==> src/rtl/csr_file.sv <==
// Machine-mode CSR register file.
// Executes decoder-issued CSR ops (write/set/clear with a register or zimm
// source) and returns the old CSR value for rd. Also holds the 64-bit
// cycle/instret counters and the trap entry / mret state. The registered
// redirect outputs drive the fetch PC mux.
module csr_file #(
  parameter logic [31:0] HART_ID     = 32'h0000_0000,
  parameter logic [31:0] MISA_VAL    = 32'h4000_0100,
  parameter logic [31:0] MTVEC_RESET = 32'h0000_0000
) (
  input  logic        clk,
  input  logic        rst_n,
  input  logic [11:0] csr_adr,
  input  logic        csr_read_en,
  input  logic        csr_wr_en,
  input  logic [1:0]  csr_op_ctr,
  input  logic        csr_imm_en,
  input  logic [31:0] rs1_data,
  input  logic [4:0]  zimm,
  input  logic        instr_retired,
  input  logic        trap_req,
  input  logic [31:0] trap_cause,
  input  logic [31:0] trap_pc,
  input  logic        mret,
  output logic [31:0] csr_rdata,
  output logic        illegal_csr,
  output logic        pc_redirect,
  output logic [31:0] redirect_pc
);

  localparam logic [11:0] ADR_MSTATUS   = 12'h300;
  localparam logic [11:0] ADR_MISA      = 12'h301;
  localparam logic [11:0] ADR_MTVEC     = 12'h305;
  localparam logic [11:0] ADR_MSCRATCH  = 12'h340;
  localparam logic [11:0] ADR_MEPC      = 12'h341;
  localparam logic [11:0] ADR_MCAUSE    = 12'h342;
  localparam logic [11:0] ADR_MCYCLE    = 12'hB00;
  localparam logic [11:0] ADR_MINSTRET  = 12'hB02;
  localparam logic [11:0] ADR_MCYCLEH   = 12'hB80;
  localparam logic [11:0] ADR_MINSTRETH = 12'hB82;
  localparam logic [11:0] ADR_CYCLE     = 12'hC00;
  localparam logic [11:0] ADR_INSTRET   = 12'hC02;
  localparam logic [11:0] ADR_CYCLEH    = 12'hC80;
  localparam logic [11:0] ADR_INSTRETH  = 12'hC82;
  localparam logic [11:0] ADR_MVENDORID = 12'hF11;
  localparam logic [11:0] ADR_MARCHID   = 12'hF12;
  localparam logic [11:0] ADR_MIMPID    = 12'hF13;
  localparam logic [11:0] ADR_MHARTID   = 12'hF14;

  localparam logic [1:0] OP_WRITE = 2'd0;
  localparam logic [1:0] OP_SET   = 2'd1;
  localparam logic [1:0] OP_CLEAR = 2'd2;
  localparam logic [1:0] OP_NONE  = 2'd3;

  // Architectural state
  logic        mstatus_mie;
  logic        mstatus_mpie;
  logic [31:0] mtvec;
  logic [31:0] mscratch;
  logic [31:2] mepc_hi;
  logic [31:0] mcause;
  logic [63:0] mcycle;
  logic [63:0] minstret;

  logic [31:0] mstatus_val;
  logic [31:0] mepc_val;
  logic [31:0] old_val;
  logic        adr_hit;
  logic [31:0] src_val;
  logic [31:0] new_val;
  logic        do_write;
  logic [31:0] trap_base;
  logic [31:0] trap_target;

  // MPP is hardwired to machine mode; only MIE and MPIE are stored.
  assign mstatus_val = {19'b0, 2'b11, 3'b0, mstatus_mpie, 3'b0, mstatus_mie, 3'b0};
  assign mepc_val    = {mepc_hi, 2'b00};

  // Address decode: select the current value and flag implemented addresses.
  always_comb begin
    adr_hit = 1'b1;
    old_val = 32'h0;
    case (csr_adr)
      ADR_MSTATUS:                 old_val = mstatus_val;
      ADR_MISA:                    old_val = MISA_VAL;
      ADR_MTVEC:                   old_val = mtvec;
      ADR_MSCRATCH:                old_val = mscratch;
      ADR_MEPC:                    old_val = mepc_val;
      ADR_MCAUSE:                  old_val = mcause;
      ADR_MCYCLE,   ADR_CYCLE:     old_val = mcycle[31:0];
      ADR_MCYCLEH,  ADR_CYCLEH:    old_val = mcycle[63:32];
      ADR_MINSTRET, ADR_INSTRET:   old_val = minstret[31:0];
      ADR_MINSTRETH, ADR_INSTRETH: old_val = minstret[63:32];
      ADR_MVENDORID, ADR_MARCHID, ADR_MIMPID: old_val = 32'h0;
      ADR_MHARTID:                 old_val = HART_ID;
      default:                     adr_hit = 1'b0;
    endcase
  end

  // Illegal access: unimplemented address or any write into the read-only
  // 0xC00-0xFFF region, but only when an actual CSR op is being issued.
  assign illegal_csr = (csr_op_ctr != OP_NONE) &&
                       (!adr_hit || (csr_wr_en && (csr_adr[11:10] == 2'b11)));

  assign csr_rdata = (csr_read_en && !illegal_csr) ? old_val : 32'h0;

  // Compute the value the op would write back.
  always_comb begin
    src_val = csr_imm_en ? {27'b0, zimm} : rs1_data;
    new_val = old_val;
    case (csr_op_ctr)
      OP_WRITE: new_val = src_val;
      OP_SET:   new_val = old_val | src_val;
      OP_CLEAR: new_val = old_val & ~src_val;
      default:  new_val = old_val;
    endcase
  end

  // Trap and mret outrank the CSR write; an illegal op changes nothing.
  assign do_write = csr_wr_en && (csr_op_ctr != OP_NONE) && !illegal_csr &&
                    !trap_req && !mret;

  // Vectored mode only applies to interrupts (cause MSB set).
  assign trap_base   = {mtvec[31:2], 2'b00};
  assign trap_target = ((mtvec[1:0] == 2'b01) && trap_cause[31])
                       ? trap_base + {trap_cause[29:0], 2'b00}
                       : trap_base;

  // mstatus: trap entry saves MIE into MPIE, mret restores it.
  always_ff @(posedge clk or negedge rst_n) begin
    if (!rst_n) begin
      mstatus_mie  <= 1'b0;
      mstatus_mpie <= 1'b0;
    end else if (trap_req) begin
      mstatus_mpie <= mstatus_mie;
      mstatus_mie  <= 1'b0;
    end else if (mret) begin
      mstatus_mie  <= mstatus_mpie;
      mstatus_mpie <= 1'b1;
    end else if (do_write && (csr_adr == ADR_MSTATUS)) begin
      mstatus_mie  <= new_val[3];
      mstatus_mpie <= new_val[7];
    end
  end

  // Trap bookkeeping registers mepc and mcause.
  always_ff @(posedge clk or negedge rst_n) begin
    if (!rst_n) begin
      mepc_hi <= 30'h0;
      mcause  <= 32'h0;
    end else if (trap_req) begin
      mepc_hi <= trap_pc[31:2];
      mcause  <= trap_cause;
    end else if (do_write) begin
      if (csr_adr == ADR_MEPC)   mepc_hi <= new_val[31:2];
      if (csr_adr == ADR_MCAUSE) mcause  <= new_val;
    end
  end

  // Software-only registers mtvec and mscratch.
  always_ff @(posedge clk or negedge rst_n) begin
    if (!rst_n) begin
      mtvec    <= MTVEC_RESET;
      mscratch <= 32'h0;
    end else if (do_write) begin
      if (csr_adr == ADR_MTVEC)    mtvec    <= new_val;
      if (csr_adr == ADR_MSCRATCH) mscratch <= new_val;
    end
  end

  // Cycle counter: a write to one half replaces that half and freezes the
  // other for the cycle, so no increment carries into the written value.
  always_ff @(posedge clk or negedge rst_n) begin
    if (!rst_n) begin
      mcycle <= 64'h0;
    end else if (do_write && (csr_adr == ADR_MCYCLE)) begin
      mcycle[31:0] <= new_val;
    end else if (do_write && (csr_adr == ADR_MCYCLEH)) begin
      mcycle[63:32] <= new_val;
    end else begin
      mcycle <= mcycle + 64'd1;
    end
  end

  // Retired-instruction counter, same write-wins rule as the cycle counter.
  always_ff @(posedge clk or negedge rst_n) begin
    if (!rst_n) begin
      minstret <= 64'h0;
    end else if (do_write && (csr_adr == ADR_MINSTRET)) begin
      minstret[31:0] <= new_val;
    end else if (do_write && (csr_adr == ADR_MINSTRETH)) begin
      minstret[63:32] <= new_val;
    end else if (instr_retired) begin
      minstret <= minstret + 64'd1;
    end
  end

  // One-cycle redirect pulse to the trap vector or back to mepc.
  always_ff @(posedge clk or negedge rst_n) begin
    if (!rst_n) begin
      pc_redirect <= 1'b0;
      redirect_pc <= 32'h0;
    end else if (trap_req) begin
      pc_redirect <= 1'b1;
      redirect_pc <= trap_target;
    end else if (mret) begin
      pc_redirect <= 1'b1;
      redirect_pc <= mepc_val;
    end else begin
      pc_redirect <= 1'b0;
    end
  end

endmodule

==> config.mk <==
export PLATFORM = sky130hd
export DESIGN_NAME = csr_file
export DESIGN_NICKNAME = d
export VERILOG_FILES = /design/src/rtl/csr_file.sv
export SDC_FILE = /design/constraint.sdc
export NUM_CORES = 1
export LEC_CHECK = 0
export CAP_MARGIN = 10
export CORE_ASPECT_RATIO = 0.5
export CORE_UTILIZATION = 40
export DETAILED_ROUTE_END_ITERATION = 10
export SETUP_SLACK_MARGIN = 0.4
export SLEW_MARGIN = 15
export SYNTH_ARGS = -nofsm -noshare
export SYNTH_HDL_FRONTEND = slang
export SYNTH_SLANG_ARGS = --single-unit
==> constraint.sdc <==
create_clock -name clk -period 4.2 [get_ports clk]
set_input_delay 0.84 -clock clk [delete_from_list [all_inputs] [get_ports clk]]
set_output_delay 0.84 -clock clk [all_outputs]
set_load 0.01 [all_outputs]
# [After elaboration in Yosys (flattened, before gate mapping)]
# Index checks and enable logic that the tools add are counted.
[word_totals] register_bits=289 in_bits=123 output_inout_bits=66
[classes] add_sub_neg=3 eq_ne=25 mux=29 bitwise=4 reduce_logical=37
[ops] operator="two-way mux 32 bit" count=14
[ops] operator="case mux 32 bit (10 select lines)" count=1
[ops] operator="equality test 12 bit (second input constant)" count=12
[ops] operator="adder 64 x 1 -> 64 bit (second input constant)" count=2
[ops] operator="case mux 32 bit (3 select lines)" count=1
[ops] operator="two-way mux 30 bit" count=3
[ops] operator="equality test 12 x 10 -> 1 bit (second input constant)" count=6
[ops] operator="two-way mux 64 bit" count=1
[ops] operator="adder 32 bit" count=1
[ops] operator="bitwise AND 32 bit" count=1
[ops] operator="inverter 32 bit" count=1
[ops] operator="OR 32 bit" count=1
[ops] operator="OR reduction 18 bit" count=1
[ops] operator="logical AND 1 bit" count=13
[ops] operator="AND reduction 2 bit" count=6
[ops] operator="nonzero test 2 bit" count=6
[ops] operator="two-way mux 1 bit" count=9
[ops] operator="OR reduction 2 bit" count=4
[ops] operator="inequality test 2 bit (second input constant)" count=3
[ops] operator="equality test 2 x 1 -> 1 bit (second input constant)" count=2
[ops] operator="equality test 2 bit (second input constant)" count=2
[ops] operator="zero test 1 bit" count=4
[ops] operator="nonzero test 3 bit" count=1
[ops] operator="zero test 2 bit" count=1
[ops] operator="other kinds (2)" count=2

# [Longest topological paths before layout]
# Gate-level depths: netlist of run 1.
[depth] ltp_word=14 depth_mapped=13 depth_no_buf=12

# [Worst setup path after synthesis of run 1]
# Ideal clock, no wire load.
[synth_timing] path_kind="input to output" from="input csr_adr[2]" to="output csr_rdata[22]" arrival_time_ns=2.767 required_ns=3.360 slack_ns=0.593 stages=8 path_buffers=2 path_cell_list="clkbuf_1 -> nor3_1 -> nand2_1 -> a2111oi_4 -> buf_2 -> a222oi_1 -> o311ai_0 -> nor2b_1"
[synth_via] elab_chain_len=9
[synth_lines] element="start, declared" line_no="13" source="input logic [11:0] csr_adr,"
[synth_lines] element="equality test 12 x 10 -> 1 bit / equality test 12 bit (equally long branches)" line_no="83" source="case (csr_adr)"
[synth_lines] element="OR reduction 18 bit (no source line)"
[synth_lines] element="two-way mux 1 bit" line_no="83"
[synth_lines] element="zero test 1 bit" line_no="103" source="(!adr_hit || (csr_wr_en && (csr_adr[11:10] == 2'b11)));"
[synth_lines] element="logical OR 1 bit" line_no="103"
[synth_lines] element="logical AND 1 bit" line_no="102" source="assign illegal_csr = (csr_op_ctr != OP_NONE) &&"
[synth_lines] element="zero test 1 bit" line_no="105" source="assign csr_rdata = (csr_read_en && !illegal_csr) ? old_val : 32'h0;"
[synth_lines] element="logical AND 1 bit" line_no="105"
[synth_lines] element="two-way mux 32 bit (*)" line_no="105"
[synth_lines] element="end, declared" line_no="25" source="output logic [31:0] csr_rdata,"
# Every way passes the cells marked *; elsewhere a longest branch is shown, timed or not.

# [Worst setup path in the final report of run 1]
[layout_timing] from="input csr_adr[3]" to="output csr_rdata[1]"
# The elaborated chain is that of the path after synthesis.

==> flow_summary.yaml, run 1 <==
logic_synthesis:
  count_of_flip_flops_with_a_built_in_enable_after_synthesis: 0
  synth_area_leader_cell: "sky130_fd_sc_hd__dfrtp_1"
  ys.warnings.count: 0
  postSynthAreaPerCell_um2: 8.42
  syn-instance-count: 2190
  synthDistinctLibCells: 81
  synth.top_cells.by_area: "sky130_fd_sc_hd__dfrtp_1, sky130_fd_sc_hd__o21ai_0, sky130_fd_sc_hd__nand2_1"
  synth.ff_latch_count: 287
  synth-async-reset-ratio_pct: 100
  synth_top_area_share_pct: 38.9
  proportion_of_synthesized_chip_area_in_sequential_cells_pct: 38.9
  leading_register_cell_type_out_of_synthesis: "sky130_fd_sc_hd__dfrtp_1"
  syn_area_um2: 18400
final_layout:
  final_cell_count_no_fill: 3162
  final_cell_mix: "sky130_fd_sc_hd__dfrtp_1, sky130_fd_sc_hd__nand2_1, sky130_fd_sc_hd__buf_4, sky130_fd_sc_hd__o21ai_0, sky130_fd_sc_hd__nor2_1"
  mostFrequentLayoutCell: "sky130_fd_sc_hd__dfrtp_1"
  num-fill-cells: 4147
  diodes_inserted: 0
  layout.nets: 2696
  layout-drive-gt1-share_pct: 19.0
  area_growth_syn_to_layout_pct: 33.8
  finish.utilization_pct: 54.4
pwr:
  power.combinational.fraction_pct: 14.2
  leakage_nw: 10.3
  power.total_mw: 6.95
  register_share_of_total_power_pct: 46.4
  pwr_density_cell_nw_per_um2: 281
  power.net_switching_mw: 2.08
  clock_network_power_share_pct: 39.4
  switching_share_pct: 29.9
  internal_power_mw: 4.87
  irDropWorstVdd_uv: 277
cts:
  cts.sink_count: 287
  cts.clk_slew.worst_paths_ns: 0.06
  clock-root-buffer: "sky130_fd_sc_hd__clkbuf_16"
  longest_clk_path_bufs: 3
  cts_hold_buffers_added: 0
  tritoncts.num_buffers: 30
  cts_max_level: 1
  clock_insertion_delay_worst_skew_ns: 0.60
  cts_tree: "done"
detailed_routing:
  via_count: 20200
  first_pass_iters: 9
  starting_drt_drc_count: 3002
  avgViaCountPerCell: 6.39
  detail_route.wirelength_mm: 88.6
  post_drt_wl_per_cell_um: 28.0
  drcViolationCount: 0
  drt.antenna.violating_nets: 0
die:
  fp.coreArea_um2: 45300
  pin_count: 189
  num_rows: 55
  die_height_um: 154
  start_util_pct: 40.7
  dieArea_um2: 47000
  fp.dieW_um: 306
placed_design:
  placed_cells: 3038
  place_hpwl_mm: 66.5
  finalWeightedCongestion: 1.02
  port-buffer-count: 184
global_route:
  grt_max_degree: 105
  globalRouteOverflowTotal: 0
  antenna_violations_before_repair: 3
  via_count_of_the_first_global_routing_pass: 18200
  overall_routing_resource_usage_pct: 36.8
  grt_first_pass_wirelength_mm: 127
flow_run:
  number_of_max_cap_violations: 0
worst_setup_path:
  required_worst_endpoint_ns: 3.36
  crit_path_end_kind: "output port"
  worst_setup_path_start_kind: "primary input"
  crit_start: "csr_adr[3]"
  crit_type: "in2out"
  worst-endpoint-arrival_ns: 3.04
  worst-r2r-setup-slack_ns: 1.09
  critical_path.reg2reg.startpoint: "mtvec[13]$_DFFE_PN0P_"
  critical_path_peak_fanout: 7
timing:
  unrepaired_setup_endpoints_after_global_routing: "true"
  report.final.setup_viol: 0
  max_clock_freq_mhz: 258
  setup_tns_ns: 0
  timing.hold.ws_ns: 0.295
  maxSlewHeadroom_pct: 31.5
  layout_worst_path_cycle_share_pct: 92.3
  fin_crit_ns: 3.88
  timing_hold_violations_final: 0
  timing_max_transition_violations_final: 0
  timing_worst_slew_pin_value_ns: 1.03
  clock-skew-final_ns: 0.0155
min_path:
  min-delay-path-class: "in2async"
status:
  status: "complete, no violations"
-- layout make-up --
type | instances | area (um2) | area share (%)
Multi-Input combinational cell | 1717 | 11000 | 44.5
Sequential cell | 287 | 7180 | 29.1
Timing Repair Buffer | 481 | 4720 | 19.1
Clock buffer | 41 | 812 | 3.29
Tap cell | 598 | 748 | 3.03
Clock inverter | 14 | 141 | 0.573
Inverter | 24 | 92.6 | 0.375
-- per-layer routing --
layer,routed length (um),GRT usage [%],up-vias
met3,12900,13.4,144
met2,33900,48.3,1268
li1,-,-,8890
met5,0,0,-
met4,2550,9.67,0
met1,39300,55.6,9889
-- critical path, stage by stage --
cell                       delay, ns
sky130_fd_sc_hd__buf_2          0.12
sky130_fd_sc_hd__nor3_2         0.06
sky130_fd_sc_hd__buf_4          0.15
sky130_fd_sc_hd__nand2b_4       0.08
sky130_fd_sc_hd__buf_4          0.18
sky130_fd_sc_hd__nor2_4         0.06
sky130_fd_sc_hd__buf_12         0.14
sky130_fd_sc_hd__buf_4          0.15
sky130_fd_sc_hd__a222oi_1       0.71
sky130_fd_sc_hd__and3_1         0.35
sky130_fd_sc_hd__nor2_1         0.06
sky130_fd_sc_hd__buf_2          0.14
-- worst paths after layout --
| kind | end | cells past startpoint |
|---|---|---|
| max in group asynchronous | mcycle[32]$_DFFE_PN0N_ | 2 |
| worst min register to register | mscratch[25]$_DFFE_PN0P_ | 2 |
| worst max-delay path | csr_rdata[1] | 12 |
| worst max register to register | redirect_pc[31]$_DFFE_PN0P_ | 10 |
| min in group clk | mscratch[25]$_DFFE_PN0P_ | 2 |
| worst min-delay path | redirect_pc[30]$_DFFE_PN0P_ | 1 |
-- cells by family (layout without fill, tap and decap cells) --
| logic type | Yosys count | count (layout) | share of synthesized area (%) |
|---|---|---|---|
| compound gates | 752 | 752 | 27.5 |
| xor+xnor | 82 | 82 | 3.89 |
| fa+ha+maj | 32 | 32 | 2.21 |
| buf+inv | 187 | 560 | 4.12 |
| flops | 287 | 287 | 38.9 |
| mux | 40 | 40 | 2.24 |
| other cells | 1 | 2 | 0.0203 |
| simple gates | 809 | 809 | 21.1 |
-- through the flow --
| stage | cell area, um2 | setup WS [ns] |
|---|---|---|
| floorplan | 18400 | 0.593 |
| global placement | 22600 | -0.565 |
| detailed placement | 22600 | -0.641 |
| CTS | 24200 | 0.370 |
| global route | 24700 | 0.297 |
| finish | 24700 | 0.324 |
-- Yosys cell counts (11+ instances only) --
| cell | instances |
|---|---|
| sky130_fd_sc_hd__dfrtp_1 | 287 |
| sky130_fd_sc_hd__nand2_1 | 269 |
| sky130_fd_sc_hd__o21ai_0 | 207 |
| sky130_fd_sc_hd__nor2_1 | 197 |
| sky130_fd_sc_hd__a21oi_1 | 179 |
| sky130_fd_sc_hd__clkbuf_1 | 124 |
| sky130_fd_sc_hd__nand3_1 | 71 |
| sky130_fd_sc_hd__a221o_1 | 62 |
| sky130_fd_sc_hd__xnor2_1 | 58 |
| sky130_fd_sc_hd__nand4_1 | 44 |
| sky130_fd_sc_hd__and3_1 | 43 |
| sky130_fd_sc_hd__a22oi_1 | 41 |
| sky130_fd_sc_hd__a222oi_1 | 38 |
| sky130_fd_sc_hd__nand2b_1 | 37 |
| sky130_fd_sc_hd__a21o_1 | 35 |
| sky130_fd_sc_hd__ha_1 | 31 |
| sky130_fd_sc_hd__nor3_1 | 31 |
| sky130_fd_sc_hd__mux2i_1 | 30 |
| sky130_fd_sc_hd__o22a_1 | 28 |
| sky130_fd_sc_hd__nor2b_1 | 27 |
| sky130_fd_sc_hd__buf_2 | 25 |
| sky130_fd_sc_hd__a211oi_1 | 24 |
| sky130_fd_sc_hd__inv_1 | 24 |
| sky130_fd_sc_hd__xor2_1 | 24 |
| sky130_fd_sc_hd__a31oi_1 | 23 |
| sky130_fd_sc_hd__a221oi_1 | 15 |
| sky130_fd_sc_hd__and2_1 | 15 |
| sky130_fd_sc_hd__o221ai_1 | 15 |
| sky130_fd_sc_hd__and4_1 | 14 |
| sky130_fd_sc_hd__a22o_1 | 12 |
| sky130_fd_sc_hd__o22ai_1 | 12 |
| sky130_fd_sc_hd__nor4_1 | 11 |
-- registers in the layout, summed over array words and instances, names as in the netlist, 30 cells and up --
| signal | cells |
|---|---|
| redirect_pc | 30 |
| mscratch | 32 |
| minstret | 64 |
| mepc_hi | 30 |
| mcause | 32 |
| mcycle | 64 |
| mtvec | 32 |
-- power by group through the flow --
stage	logic [mW]	clock network, mW	registers (mW)
2_1_floorplan	0.449	0	3.09
3_3_place_gp	0.919	0	3.24
3_5_place_dp	0.929	0	3.24
4_1_cts	0.956	2.74	3.19
5_1_grt	1.05	2.86	3.23
6_report	0.988	2.74	3.22
-- timing repair --
action	CTS	global route
buffers inserted	47	13
endpoints found under the hold margin	0	0
gates resized for setup	261	74
setup endpoints to repair	33	32
cloned	6	3
pin swaps	37	53
Power figures use the tool's default switching activity.
==> run 2: changes to the inputs <==
--- a/config.mk
+++ b/config.mk
@@ -6,7 +6,7 @@
 export NUM_CORES = 1
 export LEC_CHECK = 0
 export CAP_MARGIN = 10
-export CORE_ASPECT_RATIO = 0.5
+export CORE_ASPECT_RATIO = 0.75
 export CORE_UTILIZATION = 40
 export DETAILED_ROUTE_END_ITERATION = 10
 export SETUP_SLACK_MARGIN = 0.4
==> run 2 against run 1 <==
Effect of this change:
- non-clock buffer count fell by 25
- combinational power fell by 2.8%
- worst setup slack improved by 0.019 ns
- final area decreased by 1.2%
- fmax increased by 0.50%
- hold slack improved by 0.063 ns
- clock power up 8.4%
- critical path depth is the same
- utilization decreased by 0.34 points
- register-to-register slack worse by 0.09 ns
- total power up 2.5%
- global-route usage down 1.3 points
- critical endpoint is now csr_rdata[22]
==> flow_summary.yaml, run 2 (synthesis gave the netlist of run 1 again) <==
cts:
  cts.clk_slew.worst_paths_ns: 0.05
  clock_insertion_delay_worst_skew_ns: 0.53
  tritoncts.num_buffers: 34
  cts_hold_buffers_added: 0
  clock-root-buffer: "sky130_fd_sc_hd__clkbuf_16"
  cts_tree: "done"
  cts.sink_count: 287
  longest_clk_path_bufs: 3
  cts_max_level: 2
pwr:
  pwr_density_cell_nw_per_um2: 292
  irDropWorstVdd_uv: 212
  leakage_nw: 10.2
final_layout:
  area_growth_syn_to_layout_pct: 32.2
  final_cell_count_no_fill: 3125
  final_cell_mix: "sky130_fd_sc_hd__dfrtp_1, sky130_fd_sc_hd__nand2_1, sky130_fd_sc_hd__o21ai_0, sky130_fd_sc_hd__buf_4, sky130_fd_sc_hd__nor2_1"
  num-fill-cells: 4217
  layout.nets: 2675
  biggestRegsByFlops: "mcycle x64, minstret x64"
  mostFrequentLayoutCell: "sky130_fd_sc_hd__dfrtp_1"
  layout-drive-gt1-share_pct: 18.1
placed_design:
  detailedPlace.worstSlack_ns: -0.623
  finalWeightedCongestion: 0.983
  port-buffer-count: 184
  place_hpwl_mm: 64.0
  placed_cells: 3033
detailed_routing:
  post_drt_wl_per_cell_um: 27.2
  drcViolationCount: 0
  first_pass_iters: 9
  starting_drt_drc_count: 2838
  via_count: 20000
  detail_route.wirelength_mm: 85.0
  avgViaCountPerCell: 6.39
  drt.antenna.violating_nets: 0
global_route:
  grt_first_pass_wirelength_mm: 125
  globalRouteOverflowTotal: 0
  overall_routing_resource_usage_pct: 35.5
  antenna_violations_before_repair: 1
  via_count_of_the_first_global_routing_pass: 18700
  grt_max_degree: 134
worst_setup_path:
  worst-endpoint-arrival_ns: 3.02
  crit_path_end_kind: "output port"
  critical_path_peak_fanout: 4
  required_worst_endpoint_ns: 3.36
  crit_type: "in2out"
  worst_setup_path_start_kind: "primary input"
die:
  pin_count: 189
  start_util_pct: 40.9
  fp.dieW_um: 250
  fp.coreArea_um2: 45100
  dieArea_um2: 47000
  die_height_um: 188
  num_rows: 67
timing:
  timing_max_transition_violations_final: 0
  timing_hold_violations_final: 0
  clock-skew-final_ns: 0.0143
  fin_crit_ns: 3.86
  max_clock_freq_mhz: 259
  timing_worst_slew_pin_value_ns: 1.01
  report.final.setup_viol: 0
  maxSlewHeadroom_pct: 32.8
  layout_setup_ws_ns: 0.343
  unrepaired_setup_endpoints_after_global_routing: "true"
  layout_worst_path_cycle_share_pct: 91.8
flow_run:
  number_of_max_cap_violations: 0
min_path:
  min-delay-path-class: "in2async"
status:
  status: "complete, no violations"
-- run 2: cell count changes in the layout (fill, tap and decap cells not counted), sizes merged, moves of 2 or more --
cell and delta:
buf -25, clkinv -7, clkbuf +2, diode +2
-- run 2: what timing repair did --
action | 4_1_cts | 5_1_grt
gates cloned | 1 | 0
hold endpoints to repair | 0 | 0
setup endpoints to repair | 34 | 34
pin swaps | 38 | 24
gates resized for setup | 265 | 27
buffers inserted | 22 | 14
-- run 2: worst paths after layout --
kind | startpoint | end | slack [ns] | depth (start not counted)
worst min-delay path | rst_n | redirect_pc[28]$_DFFE_PN0P_ | 0.36 | 1
worst max-delay path | csr_adr[5] | csr_rdata[22] | 0.34 | 12
max in group asynchronous | rst_n | minstret[42]$_DFFE_PN0P_ | 2.78 | 2
worst max register to register | mtvec[2]$_DFFE_PN0P_ | redirect_pc[24]$_DFFE_PN0P_ | 1.00 | 11
min in group clk | mscratch[24]$_DFFE_PN0P_ | mscratch[24]$_DFFE_PN0P_ | 0.48 | 2
worst min register to register | mscratch[24]$_DFFE_PN0P_ | mscratch[24]$_DFFE_PN0P_ | 0.48 | 2
-- run 2: area by class of cell --
cell class / count / area, um2 / area share, %
multi-input combinational: 1717 / 10900 / 44.8
sequential: 287 / 7180 / 29.5
timing repair buffer: 456 / 4400 / 18.0
clock buffer: 45 / 953 / 3.91
tap: 586 / 733 / 3.01
clock inverter: 8 / 98.8 / 0.405
inverter: 24 / 90.1 / 0.369
antenna: 2 / 5.00 / 0.0205
-- run 2: where the power goes --
| part | total, mW | internal [mW] | switching (mW) |
|---|---|---|---|
| combinational | 0.960 | 0.454 | 0.506 |
| sequential | 3.18 | 2.92 | 0.264 |
| clock | 2.97 | 1.71 | 1.27 |
-- run 2: critical path: stages --
cell	delay, ns
sky130_fd_sc_hd__buf_8	0.10
sky130_fd_sc_hd__or4b_4	0.54
sky130_fd_sc_hd__or2_4	0.29
sky130_fd_sc_hd__buf_6	0.13
sky130_fd_sc_hd__a21o_1	0.17
sky130_fd_sc_hd__nand3_2	0.09
sky130_fd_sc_hd__o211ai_1	0.14
sky130_fd_sc_hd__buf_4	0.20
sky130_fd_sc_hd__buf_6	0.14
sky130_fd_sc_hd__buf_6	0.13
sky130_fd_sc_hd__nor2b_1	0.10
sky130_fd_sc_hd__buf_2	0.14
-- run 2: routing by layer --
| metal | GRT usage [%] | part of all wire (%) | up-vias |
|---|---|---|---|
| met5 | 0 | 0.024 | - |
| met3 | 6.30 | 9.5 | 170 |
| li1 | - | - | 8844 |
| met1 | 52.0 | 44 | 9889 |
| met2 | 52.5 | 43 | 1074 |
| met4 | 12.1 | 3.7 | 2 |
-- run 2: per-stage QoR --
step	setup TNS (ns)	power [mW]	hold slack, ns	util [%]	area [um2]
6_report	0	7.12	0.358	54.1	24400
5_1_grt	0	7.32	0.438	54.1	24400
4_1_cts	0	7.11	0.440	53.6	24200
3_5_place_dp	-16.18	4.14	0.470	50.4	22700
3_3_place_gp	-14.66	4.12	0.460	50.4	22700
2_1_floorplan	0	3.53	0.442	-	18400
